===== config.mk =====
export PLATFORM = sky130hd
export DESIGN_NAME = bitty_prog_loader
export DESIGN_NICKNAME = d
export VERILOG_FILES = /design/src/rtl/bitty_pkg.sv /design/src/rtl/bitty_prog_loader_sync2.sv /design/src/rtl/bitty_prog_loader.sv
export SDC_FILE = /design/constraint.sdc
export NUM_CORES = 1
export LEC_CHECK = 0
export BUFFER_PORTS_ARGS = -buffer_cell sky130_fd_sc_hd__clkbuf_2
export CAP_MARGIN = 20
export CELL_PAD_IN_SITES_DETAIL_PLACEMENT = 2
export CELL_PAD_IN_SITES_GLOBAL_PLACEMENT = 2
export CORE_UTILIZATION = 32
export CTS_BUF_LIST = sky130_fd_sc_hd__clkbuf_2
export CTS_CLUSTER_SIZE = 24
export DETAILED_ROUTE_END_ITERATION = 8
export PLACE_DENSITY_LB_ADDON = 0.12
export SYNTH_ARGS = -nofsm -noshare
export SYNTH_HDL_FRONTEND = slang
export SYNTH_SLANG_ARGS = --single-unit

===== constraint.sdc =====
create_clock -name clk -period 2 [get_ports clk]
set_input_delay 0.1 -clock clk [delete_from_list [all_inputs] [get_ports clk]]
set_output_delay 0.1 -clock clk [all_outputs]
set_load 0.02 [all_outputs]

===== src/rtl/bitty_pkg.sv =====
// Shared constants and loader state encoding for the bitty instruction memory
// and its program loader.
package bitty_pkg;

  localparam int ADDR_W = 8;
  localparam int DATA_W = 16;
  // DEPTH must equal 2**ADDR_W; the instruction memory uses the same constants.
  localparam int DEPTH  = 256;

  typedef enum logic [2:0] {
    ST_IDLE,
    ST_WAIT_HI,
    ST_WAIT_LO,
    ST_WRITE,
    ST_DONE
  } loader_state_t;

  typedef logic [ADDR_W-1:0] addr_t;
  typedef logic [ADDR_W:0]   count_t;
  typedef logic [DATA_W-1:0] word_t;

endpackage


===== src/rtl/bitty_prog_loader_sync2.sv =====
// Two-flop synchroniser for a single asynchronous level input.
module sync2 (
  input  logic clk,
  input  logic rst_n,
  input  logic d,
  output logic q
);

  logic meta;

  // NOTE: non-blocking assignments keep the two stages a true shift register.
  always_ff @(posedge clk or negedge rst_n) begin
    if (!rst_n) begin
      meta <= 1'b0;
      q    <= 1'b0;
    end else begin
      meta <= d;
      q    <= meta;
    end
  end

endmodule


===== src/rtl/bitty_prog_loader.sv =====
// Byte-wise program loader: four-phase host handshake, big-endian word assembly,
// sequential writes into the bitty instruction RAM while the core is held.
module bitty_prog_loader
  import bitty_pkg::*;
(
  input  logic              clk,
  input  logic              rst_n,
  input  logic              load_en,
  input  logic              byte_strobe,
  input  logic [7:0]        byte_in,
  output logic              byte_ack,
  output logic              mem_we,
  output logic [ADDR_W-1:0] mem_waddr,
  output logic [DATA_W-1:0] mem_wdata,
  output logic              core_hold,
  output logic              load_done,
  output logic [ADDR_W:0]   word_count,
  output logic              err_overflow,
  output logic              err_partial
);

  logic          load_en_s;
  logic          strobe_s;
  logic          strobe_s_d;
  logic          str_rise;
  logic          room;
  logic [7:0]    hi_byte;
  loader_state_t state;

  sync2 u_sync_en (
    .clk   (clk),
    .rst_n (rst_n),
    .d     (load_en),
    .q     (load_en_s)
  );

  sync2 u_sync_strobe (
    .clk   (clk),
    .rst_n (rst_n),
    .d     (byte_strobe),
    .q     (strobe_s)
  );

  assign str_rise = strobe_s & ~strobe_s_d;
  assign room     = (word_count < count_t'(DEPTH));

  // Session end is taken from the synchronised level rather than a one-cycle
  // fall pulse, so a load_en drop that lands in WRITE is still honoured in WAIT_HI.
  always_ff @(posedge clk or negedge rst_n) begin
    if (!rst_n) begin
      state        <= ST_IDLE;
      strobe_s_d   <= 1'b0;
      hi_byte      <= '0;
      byte_ack     <= 1'b0;
      mem_we       <= 1'b0;
      mem_waddr    <= '0;
      mem_wdata    <= '0;
      core_hold    <= 1'b0;
      load_done    <= 1'b0;
      word_count   <= '0;
      err_overflow <= 1'b0;
      err_partial  <= 1'b0;
    end else begin
      strobe_s_d <= strobe_s;
      mem_we     <= 1'b0;
      load_done  <= 1'b0;

      // Ack every strobe so the host never stalls, even if the byte is discarded.
      if (str_rise) begin
        byte_ack <= 1'b1;
      end else if (!strobe_s) begin
        byte_ack <= 1'b0;
      end

      case (state)
        ST_IDLE: begin
          core_hold <= 1'b0;
          if (load_en_s) begin
            word_count   <= '0;
            mem_waddr    <= '0;
            err_overflow <= 1'b0;
            err_partial  <= 1'b0;
            hi_byte      <= '0;
            core_hold    <= 1'b1;
            state        <= ST_WAIT_HI;
          end
        end

        ST_WAIT_HI: begin
          if (!load_en_s) begin
            core_hold <= 1'b0;
            load_done <= 1'b1;
            state     <= ST_DONE;
          end else if (str_rise) begin
            hi_byte <= byte_in;
            state   <= ST_WAIT_LO;
          end
        end

        ST_WAIT_LO: begin
          // A coincident strobe edge loses to the session end; the byte is dropped.
          if (!load_en_s) begin
            err_partial <= 1'b1;
            hi_byte     <= '0;
            core_hold   <= 1'b0;
            load_done   <= 1'b1;
            state       <= ST_DONE;
          end else if (str_rise) begin
            if (room) begin
              mem_we    <= 1'b1;
              mem_wdata <= {hi_byte, byte_in};
            end
            state <= ST_WRITE;
          end
        end

        ST_WRITE: begin
          // mem_we is high this cycle with the current mem_waddr; advance afterwards.
          if (room) begin
            word_count <= word_count + count_t'(1);
            if (mem_waddr != addr_t'(DEPTH - 1)) begin
              mem_waddr <= mem_waddr + addr_t'(1);
            end
          end else begin
            err_overflow <= 1'b1;
          end
          state <= ST_WAIT_HI;
        end

        ST_DONE: begin
          core_hold <= 1'b0;
          state     <= ST_IDLE;
        end

        default: state <= ST_IDLE;
      endcase
    end
  end

endmodule


==> results of run 1 <==
-- cells in the final DEF (no fill, tap or decap), types with 2 or more instances in the layout --
cell type,n
sky130_fd_sc_hd__a211oi_1,2
sky130_fd_sc_hd__a21oi_1,8
sky130_fd_sc_hd__a21oi_2,2
sky130_fd_sc_hd__and2_1,3
sky130_fd_sc_hd__and4_1,2
sky130_fd_sc_hd__buf_4,15
sky130_fd_sc_hd__clkbuf_2,55
sky130_fd_sc_hd__clkinv_4,2
sky130_fd_sc_hd__dfrtp_1,54
sky130_fd_sc_hd__dlygate4sd3_1,11
sky130_fd_sc_hd__ha_1,2
sky130_fd_sc_hd__inv_1,12
sky130_fd_sc_hd__mux2_2,8
sky130_fd_sc_hd__mux2i_1,10
sky130_fd_sc_hd__nand2_1,30
sky130_fd_sc_hd__nand2b_1,4
sky130_fd_sc_hd__nand3_1,8
sky130_fd_sc_hd__nor2_1,10
sky130_fd_sc_hd__nor3_1,6
sky130_fd_sc_hd__o211ai_1,2
sky130_fd_sc_hd__o21ai_0,17
sky130_fd_sc_hd__o31ai_1,2
sky130_fd_sc_hd__or3_1,2
sky130_fd_sc_hd__or4_1,2
sky130_fd_sc_hd__xor2_1,5
-- cell families (layout without fill, tap and decap cells) --
| kind of cell | Yosys count | count (layout) | share of synthesized area, % |
|---|---|---|---|
| compound gates | 41 | 41 | 10.3 |
| xor+xnor | 6 | 6 | 2.19 |
| fa+ha+maj | 2 | 2 | 1.04 |
| buf+inv | 23 | 97 | 4.12 |
| flops | 55 | 55 | 57.3 |
| mux | 18 | 18 | 7.92 |
| simple gates | 79 | 79 | 17.1 |
-- metrics by stage --
step | cell area, µm² | hold WS (ps) | total power, mW | cells
global placement | 2850 | 131 | 1.63 | 376
detailed placement | 2850 | 139 | 1.65 | 376
floorplan | 2410 | -196 | 1.48 | 224
finish | 3040 | 104 | 2.12 | 397
CTS | 3020 | 91.1 | 2.15 | 396
global route | 3040 | 77.8 | 2.24 | 397
-- layer usage --
layer,track usage [%],up-vias,routed length (µm)
li1,-,919,-
met1,20.9,955,2700
met2,28.6,40,3010
met3,3.26,7,152
met4,6.01,0,87
met5,0,-,0
-- registers in the layout, indices dropped and copies added, names as in the netlist --
name / cells
byte_ack: 1
hi_byte: 8
err_overflow: 1
load_done: 1
err_partial: 1
u_sync_strobe.q: 1
mem_wdata: 16
mem_waddr: 8
u_sync_en.meta: 1
u_sync_en.q: 1
core_hold: 1
word_count: 9
strobe_s_d: 1
mem_we: 1
u_sync_strobe.meta: 1
state: 3
-- worst paths after layout --
path / start / depth (start not counted) / slack, ps / to
worst min register to register: u_sync_strobe.meta / 0 / 400 / u_sync_strobe.q
worst min-delay path: rst_n / 3 / 100 / hi_byte[0]
worst max-delay path: state[2] / 4 / 60 / mem_waddr[7]
min in group clk: byte_strobe / 2 / 280 / u_sync_strobe.meta
max in group asynchronous: rst_n / 3 / 1610 / mem_wdata[10]
worst max register to register: state[2] / 4 / 60 / mem_waddr[7]
-- worst max-delay path, stage by stage (launching register included) --
cell and delay (ps):
sky130_fd_sc_hd__dfrtp_1 480, sky130_fd_sc_hd__or4b_4 550, sky130_fd_sc_hd__a32o_2 270, sky130_fd_sc_hd__or4_1 490, sky130_fd_sc_hd__a21oi_2 120
-- final cells by class --
type,instances,area (µm²)
clock buffers,5,25.0
fillers,819,4210
well taps,99,124
clock inverters,3,25.0
inverters,12,45.0
flip-flops and latches,55,1380
repair buffers,77,493
multi-input cells,146,955
-- power breakdown --
part           internal, mW  switching (mW)  total (mW)
Sequential             1.19          0.0386        1.23
Combinational         0.167           0.244       0.411
Clock                0.0909           0.381       0.472
-- timing repair --
action	4_1_cts	5_1_grt
pin swaps	0	1
gates cloned	0	0
hold buffers	11	0
setup endpoints to repair	2	3
endpoints found under the hold margin	73	0
resized for setup	1	5
buffers inserted	1	1
==> metrics.json, run 1 <==
{
  "finalWorstPathRequiredPeriod": {"value": 1940, "unit": "ps"},
  "synth_enable_flop_cells": {"value": 0},
  "postSynthRegisterBits": {"value": 55},
  "post_drt_wl_per_cell": {"value": 15.0, "unit": "µm"},
  "globalRouteOverflowTotal": {"value": 0},
  "drive_gt1_share": {"value": 30.5, "unit": "%"},
  "drt_iter0_drc": {"value": 59},
  "via_count_of_the_first_global_routing_pass": {"value": 2071},
  "cp_data_required_time": {"value": 2430, "unit": "ps"},
  "syn-num-nets": {"value": 238},
  "worst_setup_path_start_kind": {"value": "flop"},
  "timing_hold_violations_final": {"value": 0},
  "synthTopCellsByArea": {"value": "sky130_fd_sc_hd__dfrtp_1 57%, sky130_fd_sc_hd__nand2_1 4.7%, sky130_fd_sc_hd__mux2i_1 4.2%, sky130_fd_sc_hd__mux2_2 3.8%, sky130_fd_sc_hd__o21ai_0 3.5%"},
  "worst-setup-path-type": {"value": "reg -> reg"},
  "ctsHtreeMaxLevel": {"value": 2},
  "drt-total-wl": {"value": 5.95, "unit": "mm"},
  "power_density": {"value": 695, "unit": "nW/µm²"},
  "vdd_drop_max": {"value": 0.279, "unit": "mV"},
  "setup_viol": {"value": 0},
  "die_width": {"value": 88.6, "unit": "µm"},
  "gp_congestion": {"value": 0.713},
  "cap_violations": {"value": 0},
  "place.port_buffers": {"value": 50},
  "synthesis.area_per_instance": {"value": 10.7, "unit": "µm²"},
  "cts.sink_count": {"value": 55},
  "netlist.area_leader.share": {"value": 57.3, "unit": "%"},
  "preCtsSetupSlack": {"value": 37.8, "unit": "ps"},
  "rows": {"value": 31},
  "data_arrival_time_of_the_critical_path": {"value": 2360, "unit": "ps"},
  "worstSkewPairLatency": {"value": 480, "unit": "ps"},
  "design.core.area": {"value": 7250, "unit": "µm²"},
  "worstHoldPathType": {"value": "in -> async"},
  "drt_pre_antenna_iters": {"value": 4},
  "critical_path.max_fanout": {"value": 6},
  "synth_area": {"value": 2400, "unit": "µm²"},
  "synth_area_leader_cell": {"value": "sky130_fd_sc_hd__dfrtp_1"},
  "post_layout_utilization_of_the_core": {"value": 42.0, "unit": "%"},
  "synth_warnings": {"value": 0},
  "cts_inserted_buffers": {"value": 5},
  "initial_antenna_violation_count": {"value": 0},
  "die_height": {"value": 88.6, "unit": "µm"},
  "report.final.slew_viol_count": {"value": 0},
  "tightest_slew": {"value": 401, "unit": "ps"},
  "synth-async-reset-ratio": {"value": 100, "unit": "%"},
  "max_slew_margin": {"value": 73.2, "unit": "%"},
  "synth_commonest_cells": {"value": "55 x sky130_fd_sc_hd__dfrtp_1, 30 x sky130_fd_sc_hd__nand2_1, 17 x sky130_fd_sc_hd__o21ai_0"},
  "die_area": {"value": 7850, "unit": "µm²"},
  "max-clock-path-buffers": {"value": 2},
  "clock_slew_at_reported_path_ffs": {"value": 320, "unit": "ps"},
  "grt_pass1_wl": {"value": 9.94, "unit": "mm"},
  "floorplan.io_pins": {"value": 51},
  "worstSetupEndpointType": {"value": "flop"},
  "starting_density_of_the_core": {"value": 33.1, "unit": "%"},
  "synth-main-ff-cell": {"value": "sky130_fd_sc_hd__dfrtp_1"},
  "track_usage": {"value": 16.7, "unit": "%"},
  "place.detailed.hpwl": {"value": 4.26, "unit": "mm"},
  "clock.fmax": {"value": 0.516, "unit": "GHz"},
  "antenna_cells_inserted": {"value": 0},
  "area.growth.synth_to_final": {"value": 26.8, "unit": "%"},
  "worst_slack": {"value": 61.3, "unit": "ps"},
  "leakage": {"value": 1.48, "unit": "nW"},
  "status": {"value": "finished clean"},
  "setup_tns": {"value": 0, "unit": "ps"},
  "ys_types": {"value": 43},
  "final_net_count": {"value": 311},
  "final.setup_skew": {"value": 43.6, "unit": "ps"},
  "synth_seq_area_share": {"value": 57.3, "unit": "%"},
  "rsz0062_at_grt": {"value": "yes"},
  "maximum_number_of_pins_on_one_net_before_global_route_repair": {"value": 56},
  "clock-root-buffer": {"value": "sky130_fd_sc_hd__clkbuf_2"},
  "antenna_violating_nets_post_route": {"value": 0},
  "vias": {"value": 1921},
  "synth_most_common_cell": {"value": "sky130_fd_sc_hd__dfrtp_1"},
  "cell_count_after_synthesis": {"value": 224},
  "route.detailed.drc": {"value": 0},
  "routed_via_density": {"value": 4.84},
  "tritoncts": {"value": "yes"},
  "final_min_period_over_clock_period": {"value": 96.9, "unit": "%"}
}
Note: power is estimated with default switching activity, not from simulation.
==> run 2, diff against run 1 <==
--- a/config.mk
+++ b/config.mk
@@ -9,11 +9,12 @@
 export CAP_MARGIN = 20
 export CELL_PAD_IN_SITES_DETAIL_PLACEMENT = 2
 export CELL_PAD_IN_SITES_GLOBAL_PLACEMENT = 2
+export CORE_MARGIN = 4
 export CORE_UTILIZATION = 32
 export CTS_BUF_LIST = sky130_fd_sc_hd__clkbuf_2
 export CTS_CLUSTER_SIZE = 24
 export DETAILED_ROUTE_END_ITERATION = 8
-export PLACE_DENSITY_LB_ADDON = 0.12
+export PLACE_DENSITY = 0.76
 export SYNTH_ARGS = -nofsm -noshare
 export SYNTH_HDL_FRONTEND = slang
 export SYNTH_SLANG_ARGS = --single-unit
==> run 2 against run 1 <==
Effect of this change:
- wire length increased by 6.5%
- critical path depth increased by 1
- fmax decreased by 2.5%
- critical path type unchanged
==> metrics.json, run 2 (synthesis results as in run 1) <==
{
  "data_arrival_time_of_the_critical_path": {"value": 2400, "unit": "ps", "change": "+40 ps"},
  "report.final.slew_viol_count": {"value": 0, "change": "unchanged"},
  "clock.fmax": {"value": 0.503, "unit": "GHz", "change": "-2.5%"},
  "ctsHtreeMaxLevel": {"value": 2, "change": "unchanged"},
  "globalRouteOverflowTotal": {"value": 0, "change": "unchanged"},
  "post_drt_wl_per_cell": {"value": 15.7, "unit": "µm", "change": "+4.9%"},
  "grt_pass1_wl": {"value": 10.8, "unit": "mm", "change": "+8.5%"},
  "tightest_slew": {"value": 418, "unit": "ps", "change": "+17.1 ps"},
  "drt-total-wl": {"value": 6.34, "unit": "mm", "change": "+6.5%"},
  "largest_reg_flops": {"value": 16, "change": "unchanged"},
  "commonest_non_fill_non_tap_cells_in_the_layout": {"value": "55 x sky130_fd_sc_hd__clkbuf_2, 54 x sky130_fd_sc_hd__dfrtp_1, 30 x sky130_fd_sc_hd__nand2_1"},
  "design.core.area": {"value": 7290, "unit": "µm²", "change": "+0.53%"},
  "top_regs": {"value": "mem_wdata (16), word_count (9)"},
  "critical_path.max_fanout": {"value": 5, "change": "-1"},
  "final.setup_skew": {"value": 34.5, "unit": "ps", "change": "-9.08 ps"},
  "tritoncts": {"value": "yes"},
  "worst_setup_path_start_kind": {"value": "flop"},
  "area.growth.synth_to_final": {"value": 28.9, "unit": "%"},
  "floorplan.io_pins": {"value": 51, "change": "unchanged"},
  "die_height": {"value": 94.6, "unit": "µm", "change": "+6.8%"},
  "route.detailed.drc": {"value": 0, "change": "unchanged"},
  "report.power.total": {"value": 2.14, "unit": "mW", "change": "+1.3%"},
  "final_min_period_over_clock_period": {"value": 99.4, "unit": "%", "change": "+2.5 points"},
  "final_common_cell": {"value": "sky130_fd_sc_hd__clkbuf_2"},
  "via_count_of_the_first_global_routing_pass": {"value": 2155, "change": "+4.1%"},
  "drt_iter0_drc": {"value": 47, "change": "-20%"},
  "place.detailed.hpwl": {"value": 4.62, "unit": "mm", "change": "+8.4%"},
  "setup_tns": {"value": 0, "unit": "ps", "change": "unchanged"},
  "initial_antenna_violation_count": {"value": 0, "change": "unchanged"},
  "fin_worst_hold_slack": {"value": 156, "unit": "ps", "change": "+51.5 ps"},
  "starting_density_of_the_core": {"value": 32.9, "unit": "%", "change": "-0.18 points"},
  "vdd_drop_max": {"value": 0.294, "unit": "mV", "change": "+5.2%"},
  "max_slew_margin": {"value": 72.1, "unit": "%", "change": "-1.1 points"},
  "vias": {"value": 1958, "change": "+1.9%"},
  "max-clock-path-buffers": {"value": 2, "change": "unchanged"},
  "setup_viol": {"value": 0, "change": "unchanged"},
  "maximum_number_of_pins_on_one_net_before_global_route_repair": {"value": 28, "change": "-50%"},
  "die_width": {"value": 94.6, "unit": "µm", "change": "+6.8%"},
  "cap_violations": {"value": 0, "change": "unchanged"},
  "gp_congestion": {"value": 0.765, "change": "+7.4%"},
  "rows": {"value": 31, "change": "unchanged"},
  "status": {"value": "finished clean"},
  "worstSkewPairLatency": {"value": 460, "unit": "ps", "change": "-20 ps"},
  "clock_slew_at_reported_path_ffs": {"value": 320, "unit": "ps", "change": "about the same"},
  "cp_data_required_time": {"value": 2410, "unit": "ps", "change": "-20 ps"},
  "worst-setup-path-type": {"value": "reg -> reg"},
  "regMostFlops": {"value": "mem_wdata"},
  "antenna_violating_nets_post_route": {"value": 0, "change": "unchanged"},
  "die_area": {"value": 8950, "unit": "µm²", "change": "+14%"},
  "timing_hold_violations_final": {"value": 0, "change": "unchanged"},
  "clock-root-buffer": {"value": "sky130_fd_sc_hd__clkbuf_2"},
  "worstHoldPathType": {"value": "in -> async"},
  "rsz0062_at_grt": {"value": "yes"},
  "track_usage": {"value": 15.3, "unit": "%", "change": "-1.4 points"},
  "leakage": {"value": 1.52, "unit": "nW", "change": "+2.3%"},
  "cts.sink_count": {"value": 55, "change": "unchanged"},
  "drt_pre_antenna_iters": {"value": 6, "change": "+2"},
  "drive_gt1_share": {"value": 32.2, "unit": "%", "change": "+1.7 points"},
  "final_net_count": {"value": 317, "change": "+1.9%"},
  "power_density": {"value": 693, "unit": "nW/µm²", "change": "-0.37%"},
  "antenna_cells_inserted": {"value": 0, "change": "unchanged"},
  "worstSetupEndpointType": {"value": "flop"},
  "routed_via_density": {"value": 4.86, "change": "+0.41%"},
  "place.port_buffers": {"value": 50, "change": "unchanged"},
  "cts_inserted_buffers": {"value": 5, "change": "unchanged"},
  "r2r_cells": {"value": 5, "change": "+1"},
  "finalWorstPathRequiredPeriod": {"value": 1990, "unit": "ps", "change": "+49.5 ps"}
}
-- run 2: changes by cell type in the layout (fill, tap and decap cells not counted), sizes merged --
cell         before  now
clkinv            2    1
clkinvlp          1    0
inv              12   14
buf              16   21
dlygate4sd3      11   12
-- run 2: what timing repair did --
item	CTS	global route
gates cloned	0	0
gates resized for setup	2	7
setup buffers	2	2
pin swaps	1	3
hold buffers	12	0
endpoints found under the setup margin	2	4
hold endpoints to repair	73	0
-- run 2: final timing paths --
check | start | to | slack [ps]
setup / recovery | state[2] | mem_waddr[3] | 10
hold / removal | rst_n | hi_byte[3] | 160
setup reg to reg | state[2] | mem_waddr[3] | 10
hold reg to reg | u_sync_strobe.meta | u_sync_strobe.q | 400
max in group asynchronous | rst_n | word_count[5] | 1360
min in group clk | load_en | u_sync_en.meta | 280
-- run 2: worst max-delay path, cell delays in order (launching register included) --
cell	delay, ps
sky130_fd_sc_hd__dfrtp_1	490
sky130_fd_sc_hd__or4b_4	550
sky130_fd_sc_hd__a32o_2	270
sky130_fd_sc_hd__buf_4	150
sky130_fd_sc_hd__or3_4	360
sky130_fd_sc_hd__a21oi_2	130
-- run 2: metal layers --
metal | vias up | GRT usage [%] | share of wire, %
met5 | - | 0 | 0
met3 | 2 | 3.51 | 4.4
met1 | 982 | 19.0 | 43
met4 | 0 | 2.88 | 0.33
li1 | 937 | - | -
met2 | 37 | 27.2 | 52
-- run 2: where the power goes --
group	internal, mW	switching (mW)	total [mW]
Combinational	0.179	0.250	0.429
Clock	0.100	0.378	0.478
Sequential	1.19	0.0419	1.24
-- run 2: through the flow --
stage | cell area, µm² | setup slack [ps] | std cells | utilization (%)
5_1_grt | 3090 | -51.5 | 403 | 42.4
3_5_place_dp | 2860 | 20.5 | 379 | 39.2
3_3_place_gp | 2860 | 105 | 379 | 39.2
4_1_cts | 3050 | 12.7 | 401 | 41.8
6_report | 3090 | 11.8 | 403 | 42.4
2_1_floorplan | 2410 | -33.7 | 224 | -
-- run 2: layout make-up --
type	instances	area, µm²
clock buffer	5	25.0
clock inverter	3	26.3
fill	824	4200
inverter	12	45.0
multi-input combinational	146	965
sequential	55	1380
tap	99	124
timing repair buffer	83	532
